<file path="src/rtl/apb_intercon_rr.sv">
// Multi-master to multi-slave APB interconnect. Masters are granted in round-robin order,
// and each grant is held for one full SETUP/ACCESS transfer with registered address/data.
module apb_intercon_rr #(
   parameter int BUS_WIDTH    = 16,
   parameter int DATA_WIDTH   = 16,
   parameter int MASTER_PORTS = 4,
   parameter int ADDR_MSB     = 7,
   parameter int ADDR_LSB     = 4,
   parameter int SLAVE_PORTS  = 16,
   parameter int TIMEOUT      = 255
) (
   input  logic                               clk,
   input  logic                               reset,
   input  logic [MASTER_PORTS*BUS_WIDTH-1:0]  S_PADDR,
   input  logic [MASTER_PORTS-1:0]            S_PWRITE,
   input  logic [MASTER_PORTS-1:0]            S_PSELx,
   input  logic [MASTER_PORTS-1:0]            S_PENABLE,
   input  logic [MASTER_PORTS*DATA_WIDTH-1:0] S_PWDATA,
   output logic [MASTER_PORTS*DATA_WIDTH-1:0] S_PRDATA,
   output logic [MASTER_PORTS-1:0]            S_PREADY,
   output logic [MASTER_PORTS-1:0]            S_PSLVERR,
   output logic [BUS_WIDTH-1:0]               M_PADDR,
   output logic                               M_PWRITE,
   output logic [SLAVE_PORTS-1:0]             M_PSELx,
   output logic                               M_PENABLE,
   output logic [DATA_WIDTH-1:0]              M_PWDATA,
   input  logic [SLAVE_PORTS*DATA_WIDTH-1:0]  M_PRDATA,
   input  logic [SLAVE_PORTS-1:0]             M_PREADY,
   input  logic [SLAVE_PORTS-1:0]             M_PSLVERR,
   output logic [MASTER_PORTS-1:0]            GRANT,
   output logic [1:0]                         state_dbg
);

   // Handshake: on the master side S_PSELx is the request (valid), held until the master
   // sees its S_PREADY lane, which pulses for exactly the completing ACCESS cycle. On the
   // slave side a transfer is SETUP then ACCESS, ending in the cycle the selected slave
   // raises M_PREADY, or early with an error on an unmapped address or a timeout.

   localparam int MW = (MASTER_PORTS > 1) ? $clog2(MASTER_PORTS) : 1;
   localparam int IW = ADDR_MSB - ADDR_LSB + 1;
   localparam int CW = (TIMEOUT > 1) ? $clog2(TIMEOUT) : 1;
   localparam logic [CW-1:0] TO_LAST = (TIMEOUT > 0) ? CW'(TIMEOUT - 1) : '0;

   typedef enum logic [1:0] {IDLE = 2'd0, SETUP = 2'd1, ACCESS = 2'd2} state_t;

   state_t          state;
   logic [MW-1:0]   last;
   logic [MW-1:0]   gidx;
   logic [IW-1:0]   sidx;
   logic            mapped;
   logic [CW-1:0]   cnt;

   logic                    found;
   logic [MW-1:0]           cand;
   logic [MW-1:0]           win;
   logic [MASTER_PORTS-1:0] win_grant;
   logic [BUS_WIDTH-1:0]    win_addr;
   logic                    win_write;
   logic [DATA_WIDTH-1:0]   win_wdata;
   logic [IW-1:0]           win_sidx;
   logic                    win_mapped;
   logic [SLAVE_PORTS-1:0]  win_sel;

   logic                    sel_rdy;
   logic                    sel_err;
   logic [DATA_WIDTH-1:0]   sel_data;
   logic                    timed_out;
   logic                    done;
   logic                    resp_err;
   logic [DATA_WIDTH-1:0]   resp_data;

   logic unused_penable;
   assign unused_penable = ^S_PENABLE;
   assign state_dbg = state;

   // Search starts one past the last owner, so a master that just finished yields to others.
   always_comb begin
      found = 1'b0;
      cand  = '0;
      win   = last;
      for (int i = 1; i <= MASTER_PORTS; i++) begin
         cand = MW'((int'(last) + i) % MASTER_PORTS);
         if (!found && S_PSELx[cand]) begin
            found = 1'b1;
            win   = cand;
         end
      end
      win_grant = '0;
      win_addr  = '0;
      win_write = 1'b0;
      win_wdata = '0;
      for (int m = 0; m < MASTER_PORTS; m++) begin
         if (win == MW'(m)) begin
            win_grant[m] = 1'b1;
            win_addr     = S_PADDR[m*BUS_WIDTH +: BUS_WIDTH];
            win_write    = S_PWRITE[m];
            win_wdata    = S_PWDATA[m*DATA_WIDTH +: DATA_WIDTH];
         end
      end
      win_sidx   = win_addr[ADDR_MSB:ADDR_LSB];
      win_mapped = (int'(win_sidx) < SLAVE_PORTS);
      win_sel    = '0;
      for (int j = 0; j < SLAVE_PORTS; j++) begin
         win_sel[j] = (win_sidx == IW'(j));
      end
   end

   always_comb begin
      sel_rdy  = 1'b0;
      sel_err  = 1'b0;
      sel_data = '0;
      for (int j = 0; j < SLAVE_PORTS; j++) begin
         if (sidx == IW'(j)) begin
            sel_rdy  = M_PREADY[j];
            sel_err  = M_PSLVERR[j];
            sel_data = M_PRDATA[j*DATA_WIDTH +: DATA_WIDTH];
         end
      end
      timed_out = (TIMEOUT != 0) && (cnt == TO_LAST);
      done      = !mapped || sel_rdy || timed_out;
      if (!mapped || (!sel_rdy && timed_out)) begin
         resp_err  = 1'b1;
         resp_data = '0;
      end else begin
         resp_err  = sel_err;
         resp_data = sel_data;
      end
   end

   always_comb begin
      S_PREADY  = '0;
      S_PSLVERR = '0;
      S_PRDATA  = '0;
      if (state == ACCESS) begin
         for (int m = 0; m < MASTER_PORTS; m++) begin
            if (gidx == MW'(m)) begin
               S_PREADY[m]                         = done;
               S_PSLVERR[m]                        = resp_err;
               S_PRDATA[m*DATA_WIDTH +: DATA_WIDTH] = resp_data;
            end
         end
      end
   end

   always_ff @(posedge clk) begin
      if (reset) begin
         state     <= IDLE;
         last      <= MW'(MASTER_PORTS - 1);
         gidx      <= '0;
         sidx      <= '0;
         mapped    <= 1'b0;
         cnt       <= '0;
         M_PADDR   <= '0;
         M_PWRITE  <= 1'b0;
         M_PWDATA  <= '0;
         M_PSELx   <= '0;
         M_PENABLE <= 1'b0;
         GRANT     <= '0;
      end else begin
         case (state)
            IDLE: begin
               if (found) begin
                  gidx     <= win;
                  GRANT    <= win_grant;
                  M_PADDR  <= win_addr;
                  M_PWRITE <= win_write;
                  M_PWDATA <= win_wdata;
                  sidx     <= win_sidx;
                  mapped   <= win_mapped;
                  M_PSELx  <= win_sel;
                  state    <= SETUP;
               end
            end
            SETUP: begin
               M_PENABLE <= 1'b1;
               cnt       <= '0;
               state     <= ACCESS;
            end
            ACCESS: begin
               if (done) begin
                  last      <= gidx;
                  GRANT     <= '0;
                  M_PSELx   <= '0;
                  M_PENABLE <= 1'b0;
                  state     <= IDLE;
               end else begin
                  cnt <= cnt + CW'(1);
               end
            end
            default: state <= IDLE;
         endcase
      end
   end

endmodule

</file>
<file path="config.mk">
export PLATFORM = sky130hd
export DESIGN_NAME = apb_intercon_rr
export DESIGN_NICKNAME = d
export VERILOG_FILES = /design/src/rtl/apb_intercon_rr.sv
export SDC_FILE = /design/constraint.sdc
export NUM_CORES = 1
export LEC_CHECK = 0
export CORE_AREA = 2 2 215 217
export DETAILED_ROUTE_END_ITERATION = 8
export DIE_AREA = 0 0 217 219
export PLACE_DENSITY = 0.54
export SETUP_SLACK_MARGIN = 0.4
export SLEW_MARGIN = 20
export SYNTH_ARGS = -nofsm -noshare
export SYNTH_HDL_FRONTEND = slang
export SYNTH_SLANG_ARGS = --single-unit
</file>
<file path="constraint.sdc">
create_clock -name clk -period 7 [get_ports clk]
set_input_delay 1.4 -clock clk [delete_from_list [all_inputs] [get_ports clk]]
set_output_delay 1.4 -clock clk [all_outputs]
set_load 0.03 [all_outputs]
</file>
==> results of run 1 <==
[flip-flops by register name, indices dropped and copies added, names as in the netlist]
register,flops
M_PADDR,16
M_PSELx,16
M_PWDATA,16
cnt,8
GRANT,4
gidx,2
last,2
state_dbg,2
M_PENABLE,1
M_PWRITE,1
mapped,1
[layer usage]
layer,track usage,vias up
met5,0,-
met4,0.0767,0
met3,0.0428,49
met2,0.376,451
met1,0.207,4989
li1,-,5043
[synthesized netlist by cell type (all sizes together) (23+ instances only)]
| cell type | n |
|---|---|
| a21oi | 132 |
| and2 | 23 |
| buf | 25 |
| clkbuf | 67 |
| dfxtp | 69 |
| mux2i | 45 |
| nand2 | 224 |
| nand3 | 95 |
| nor2 | 115 |
| nor2b | 29 |
| nor3 | 25 |
| o21ai | 45 |
[layout by cell type, fill, tap and decap left out, types with 11 or more instances in the layout]
| cell | n |
|---|---|
| a21o_1 | 12 |
| a21oi_1 | 132 |
| a22oi_1 | 17 |
| and2_1 | 23 |
| buf_4 | 23 |
| clkdlybuf4s50_1 | 552 |
| dfxtp_1 | 65 |
| inv_1 | 13 |
| mux2_2 | 14 |
| mux2i_1 | 45 |
| nand2_1 | 224 |
| nand2b_1 | 14 |
| nand3_1 | 94 |
| nor2_1 | 113 |
| nor2b_1 | 27 |
| nor3_1 | 24 |
| o211ai_1 | 11 |
| o21ai_0 | 43 |
| o221ai_1 | 15 |
| o22ai_1 | 17 |
[power groups by stage]
stage / sequential (W) / combinational, W / clock [W]
global placement: 0.000560 / 0.00184 / 0
CTS: 0.000558 / 0.00186 / 0.000469
finish: 0.000554 / 0.00183 / 0.000450
global route: 0.000567 / 0.00197 / 0.000480
detailed placement: 0.000565 / 0.00185 / 0
floorplan: 0.000618 / 0.000925 / 0
[cells by family (layout without fill, tap and decap cells)]
logic type | after synthesis | after routing | share of synthesized area
AND/OR/NAND/NOR | 565 | 565 | 0.361
AO/OA/AOI/OAI | 325 | 325 | 0.287
buffers and inverters | 105 | 604 | 0.0582
flip-flops | 69 | 69 | 0.191
multiplexers | 63 | 63 | 0.0966
adder cells (fa/ha/maj) | 2 | 2 | 0.00346
XOR/XNOR | 2 | 2 | 0.00242
other | 0 | 5 | 0
[stage by stage]
stage / cells / util
final: 2235 / 0.303
after global routing: 2234 / 0.303
after CTS: 2230 / 0.302
after detailed placement: 2215 / 0.296
after global placement: 2215 / 0.296
after floorplan: 1131 / -
[final cells by class]
type | instances | share of cell area
sequential | 69 | 0.102
multi-input combinational | 957 | 0.400
clock inverter | 1 | 0.000367
antenna | 5 | 0.000917
inverter | 13 | 0.00357
tap | 600 | 0.0550
clock buffer | 14 | 0.0201
timing repair buffer | 576 | 0.418
[repair_timing]
| item | 4_1_cts | 5_1_grt |
|---|---|---|
| gates cloned | 0 | 0 |
| pin swaps | 0 | 0 |
| gates resized for setup | 1 | 1 |
| setup endpoints to repair | 18 | 20 |
| buffers inserted | 0 | 0 |
[worst min path at each step]
stage / to / slack (ps) / cells after the start
global placement: M_PWDATA[13] / 440 / 2
global route: M_PADDR[12] / 470 / 2
floorplan: cnt[7] / 460 / 2
finish: M_PADDR[12] / 450 / 2
CTS: M_PADDR[12] / 460 / 2
detailed placement: M_PADDR[12] / 450 / 2
[worst max-delay path: stages, from the launching register on]
cell,delay (ps)
dfxtp_2,450
buf_4,460
nand2b_1,570
a21oi_1,310
a311oi_1,100
o21a_1,230
o31ai_2,590
nand3_1,580
nor3_1,320
clkdlybuf4s50_1,720
==> run metrics, run 1 <==
final hold viol count 0; WL/cell approximately 22 µm; Hold Startpoint M_PADDR[12]; Mapped Nets 1563; Synth area leader dfxtp_1; total track usage 0.196; fmax between 150 and 200 MHz; drt via density 4.71; first-pass GRT wire length roughly 69 mm; register area share after synthesis 0.191; placer congestion estimate ~0.89; CTS H-tree depth 3; fillers 4993; met2 wire length 26.1 mm; vias in the first global route around 10000; CP max FO 36; Die ar. ~0.048 mm²; worst setup path end S_PRDATA[32]; Reg area between 0.001 and 0.0015 mm²; DR DRC count 0; RSZ-0062 raised after global routing no; relative slew slack 0.345; Main synth FF type dfxtp_1; Peak VDD IR around 0.10 mV; Power Total around 0.0028 W; critical path class register to primary output; number of routed nets with antenna violations 0; DRT Pass-1 Iters 5; worst skew pair latency between 300 and 400 ps; Setup crit start kind register; post-synthesis cell count approximately 1100; Bufs on Longest Clock Path 2; status complete, no violations; logic gate share of total power 0.646; Ys Warns 0; CTS tree done; layout cells sized above 1 0.0515; largest net degree at the start of global routing 67; routed vias roughly 11000; CTS buffer count 9; reg2reg start M_PADDR[5]; Core Region 0.0451 mm²; Vert. Die Dim 219 µm; reg-to-reg slack, setup ~3300 ps; Yosys cell types 70; #FFs+latches synth 69; Starting Density 0.160; Hold Path Class register to register; dpl cell area ~0.013 mm²; sequential cell fraction of total power 0.196; Multi-input gate area 0.00547 mm²; initial antenna violation count 4; design area between 0.01 and 0.015 mm²; nets 2058; max-slew violation count 0; worst endpoint data arrival time approximately 4700 ps; clock slew at reported path FFs about 60 ps; worst hold slack around 450 ps; DR WL met3 3.61 mm; clock power share 0.159; pwr dens between 200 and 250 mW/mm²; CTS root buf clkbuf_16; Critical Path RT about 5600 ps; pre-CTS setup slack just under 600 ps; Post-Syn Area 0.00723 mm²; clock period minus worst slack 6120 ps; PortBufs between 500 and 600; CTS sink cnt between 60 and 70; Area growth syn-to-layout 88.9%; final setup TNS 0 ps; Congestion Overflow GR 0; Worst Setup SP M_PADDR[6]; Switching Fraction 0.482; P_int between 0.001 and 0.0015 W; num rows 78; Async S/R FF share, synth 0; HPWL after DPL around 40 mm; Reg2Reg Depth 9; Net Sw Power about 0.0014 W; Die X ~220 µm; Pleak 4.97 nW; num ports around 560; Routed Wire Length slightly below 50 mm; Max Cap Viol 0; Setup crit end kind primary output; final worst-path setup slack 882 ps; EDFF count, synth 0; final setup vio count 0; Worst Tran Pin Value 981 ps; worst r2r dst M_PSELx[7]; share of the synthesized area in the top cell type 0.191; met1 wire length between 15 and 20 mm; uppermost layer routed met4; # hold bufs at CTS 0; Avg Cell Area, Syn approximately 6.4 µm²; period utilization 0.874; Area contributors post-synth dfxtp_1, nand2_1, a21oi_1; First DRT Iteration DRCs about 600; clk_skew roughly 9.5 ps
(Power assumes the default switching activity.)
==> inputs of run 2 (changes only) <==
- CORE_AREA: 2 2 215 217 -> 2 2 218 220
- DIE_AREA: 0 0 217 219 -> 0 0 220 222
==> run 2 against run 1 <==
Net effect:
- final cell count up 0.49%
- via count down 0.21%
- combinational power about the same
- worst hold slack worse by 3.2 ps
- clock skew down 4.9 ps
- non-clock buffer count down 2
- sequential share of layout area about the same
- wire length up 1.8%
- critical endpoint is now S_PRDATA[44]
- largest power group unchanged
- highest routed layer is now met5
==> run metrics, run 2 (synthesis gave the netlist of run 1 again) <==
RSZ-0062 raised after global routing no; total track usage 0.196; DRT Pass-1 Iters 7; met1 wire length between 15 and 20 mm; commonest cells after routing, fill and taps aside clkdlybuf4s50_1, nand2_1, a21oi_1; # hold bufs at CTS 0; Top Registers M_PADDR x16, M_PSELx x16, M_PWDATA x16; fmax ~170 MHz; CTS buffer count 9; met2 wire length between 20 and 30 mm; max-slew violation count 0; DR WL met3 4.14 mm; fillers about 5200; layout cells sized above 1 0.0497; Setup crit end kind primary output; Critical Path RT approximately 5600 ps; clock period minus worst slack ~5700 ps; Core Region about 0.046 mm²; commonest non-fill, non-tap cell in the layout clkdlybuf4s50_1; Hold Path Class register to register; num rows between 70 and 80; CTS H-tree depth 3; Post-CTS Setup Inserts 0; final hold viol count 0; pwr dens 209 mW/mm²; number of routed nets with antenna violations 0; Die X between 200 and 250 µm; critical path class input port to primary output; CP max FO 11; crit path max-delay cell type clkdlybuf4s50_1; reg2reg start M_PADDR[5]; drt via density around 4.7; placer congestion estimate approximately 0.92; uppermost layer routed met5; routed vias between 10000 and 15000; WL/cell approximately 22 µm; Multi-input gate area 0.00546 mm²; Setup crit start kind input port; Peak VDD IR between 0.1 and 0.15 mV; Power Total roughly 0.0029 W; first-pass GRT wire length ~70 mm; num ports roughly 560; worst skew pair latency approximately 350 ps; final setup vio count 0; worst endpoint data arrival time around 4300 ps; Critical Path Most Common Cell clkdlybuf4s50_1; HPWL after DPL between 40 and 50 mm; Pleak between 4 and 5 nW; initial antenna violation count 14; design area between 0.01 and 0.015 mm²; PortBufs 553; CTS tree done; Max Cap Viol 0; Die ar. slightly below 0.05 mm²; Vert. Die Dim 222 µm; largest net degree at the start of global routing slightly above 60; First DRT Iteration DRCs slightly below 600; critical path cell sequence clkdlybuf4s50_1 -> nand3b_1 -> a21oi_1 -> a311oi_1 -> o21a_1 -> o31ai_1 -> buf_4 -> nand3_1 -> nor3_1 -> clkdlybuf4s50_1; worst hold slack 451 ps; CTS sink cnt slightly below 70; vias in the first global route 10600; Bufs on Longest Clock Path 2; nets 2056; slowest stage delay, CP 740 ps; DR DRC count 0; Area growth syn-to-layout 89.1%; clk_skew 4.58 ps; status complete, no violations; relative slew slack 0.268; CTS root buf clkbuf_16; period utilization 0.820; Routed Wire Length approximately 50 mm; Congestion Overflow GR 0; cts repair resizes 0; final core occ 0.295; Worst Tran Pin Value about 1100 ps; Worst Setup SP M_PREADY[6]; Starting Density 0.156; Reg area approximately 0.0014 mm²; final setup TNS 0 ps; Hold Startpoint M_PADDR[8]; dpl cell area between 0.01 and 0.015 mm²; clock slew at reported path FFs ~50 ps
## run 2: cell count changes in the layout (fill, tap and decap cells not counted), sizes merged
cell      before  now
clkinvlp       0    1
clkinv         1    2
diode          5   10
bufinv         0    1
buf           24   22
clkbuf        14   12
## run 2: path summary, 6_finish.rpt
check                      end  slack, ps  cells past startpoint
setup / recovery  S_PRDATA[44]       1260                     10
hold / removal      M_PADDR[8]        450                      2
setup reg to reg    M_PSELx[6]       2730                      8
hold reg to reg     M_PADDR[8]        450                      2
## run 2: layer usage
layer  track usage  vias to the layer above
li1              -                     5055
met1         0.202                     4937
met2         0.368                      453
met3        0.0514                       59
met4        0.0857                        6
met5             0                        -
## run 2: area by class of cell
cell class / count / area share
antenna: 10 / 0.00183
clock inverter: 4 / 0.00348
sequential: 69 / 0.102
multi-input combinational: 957 / 0.399
timing repair buffer: 574 / 0.416
clock buffer: 12 / 0.0180
tap: 607 / 0.0556
inverter: 13 / 0.00357
## run 2: metrics by stage
step	worst slack [ps]	std cells
after floorplan	2060	1131
final	1260	2246
after global placement	1240	2220
after global routing	978	2245
after CTS	1200	2236
after detailed placement	1270	2220
## run 2: worst max-delay path: cells and delay by family
| kind | cells | cell delay [ps] |
|---|---|---|
| buf+inv | 3 | 1420 |
| simple gates | 3 | 820 |
| compound gates | 4 | 700 |
## run 2: report_power, final
group          switching [W]  internal [W]  leakage [nW]
combinational        0.00111      0.000738          4.25
sequential         0.0000795      0.000460         0.567
clock               0.000185      0.000285         0.143
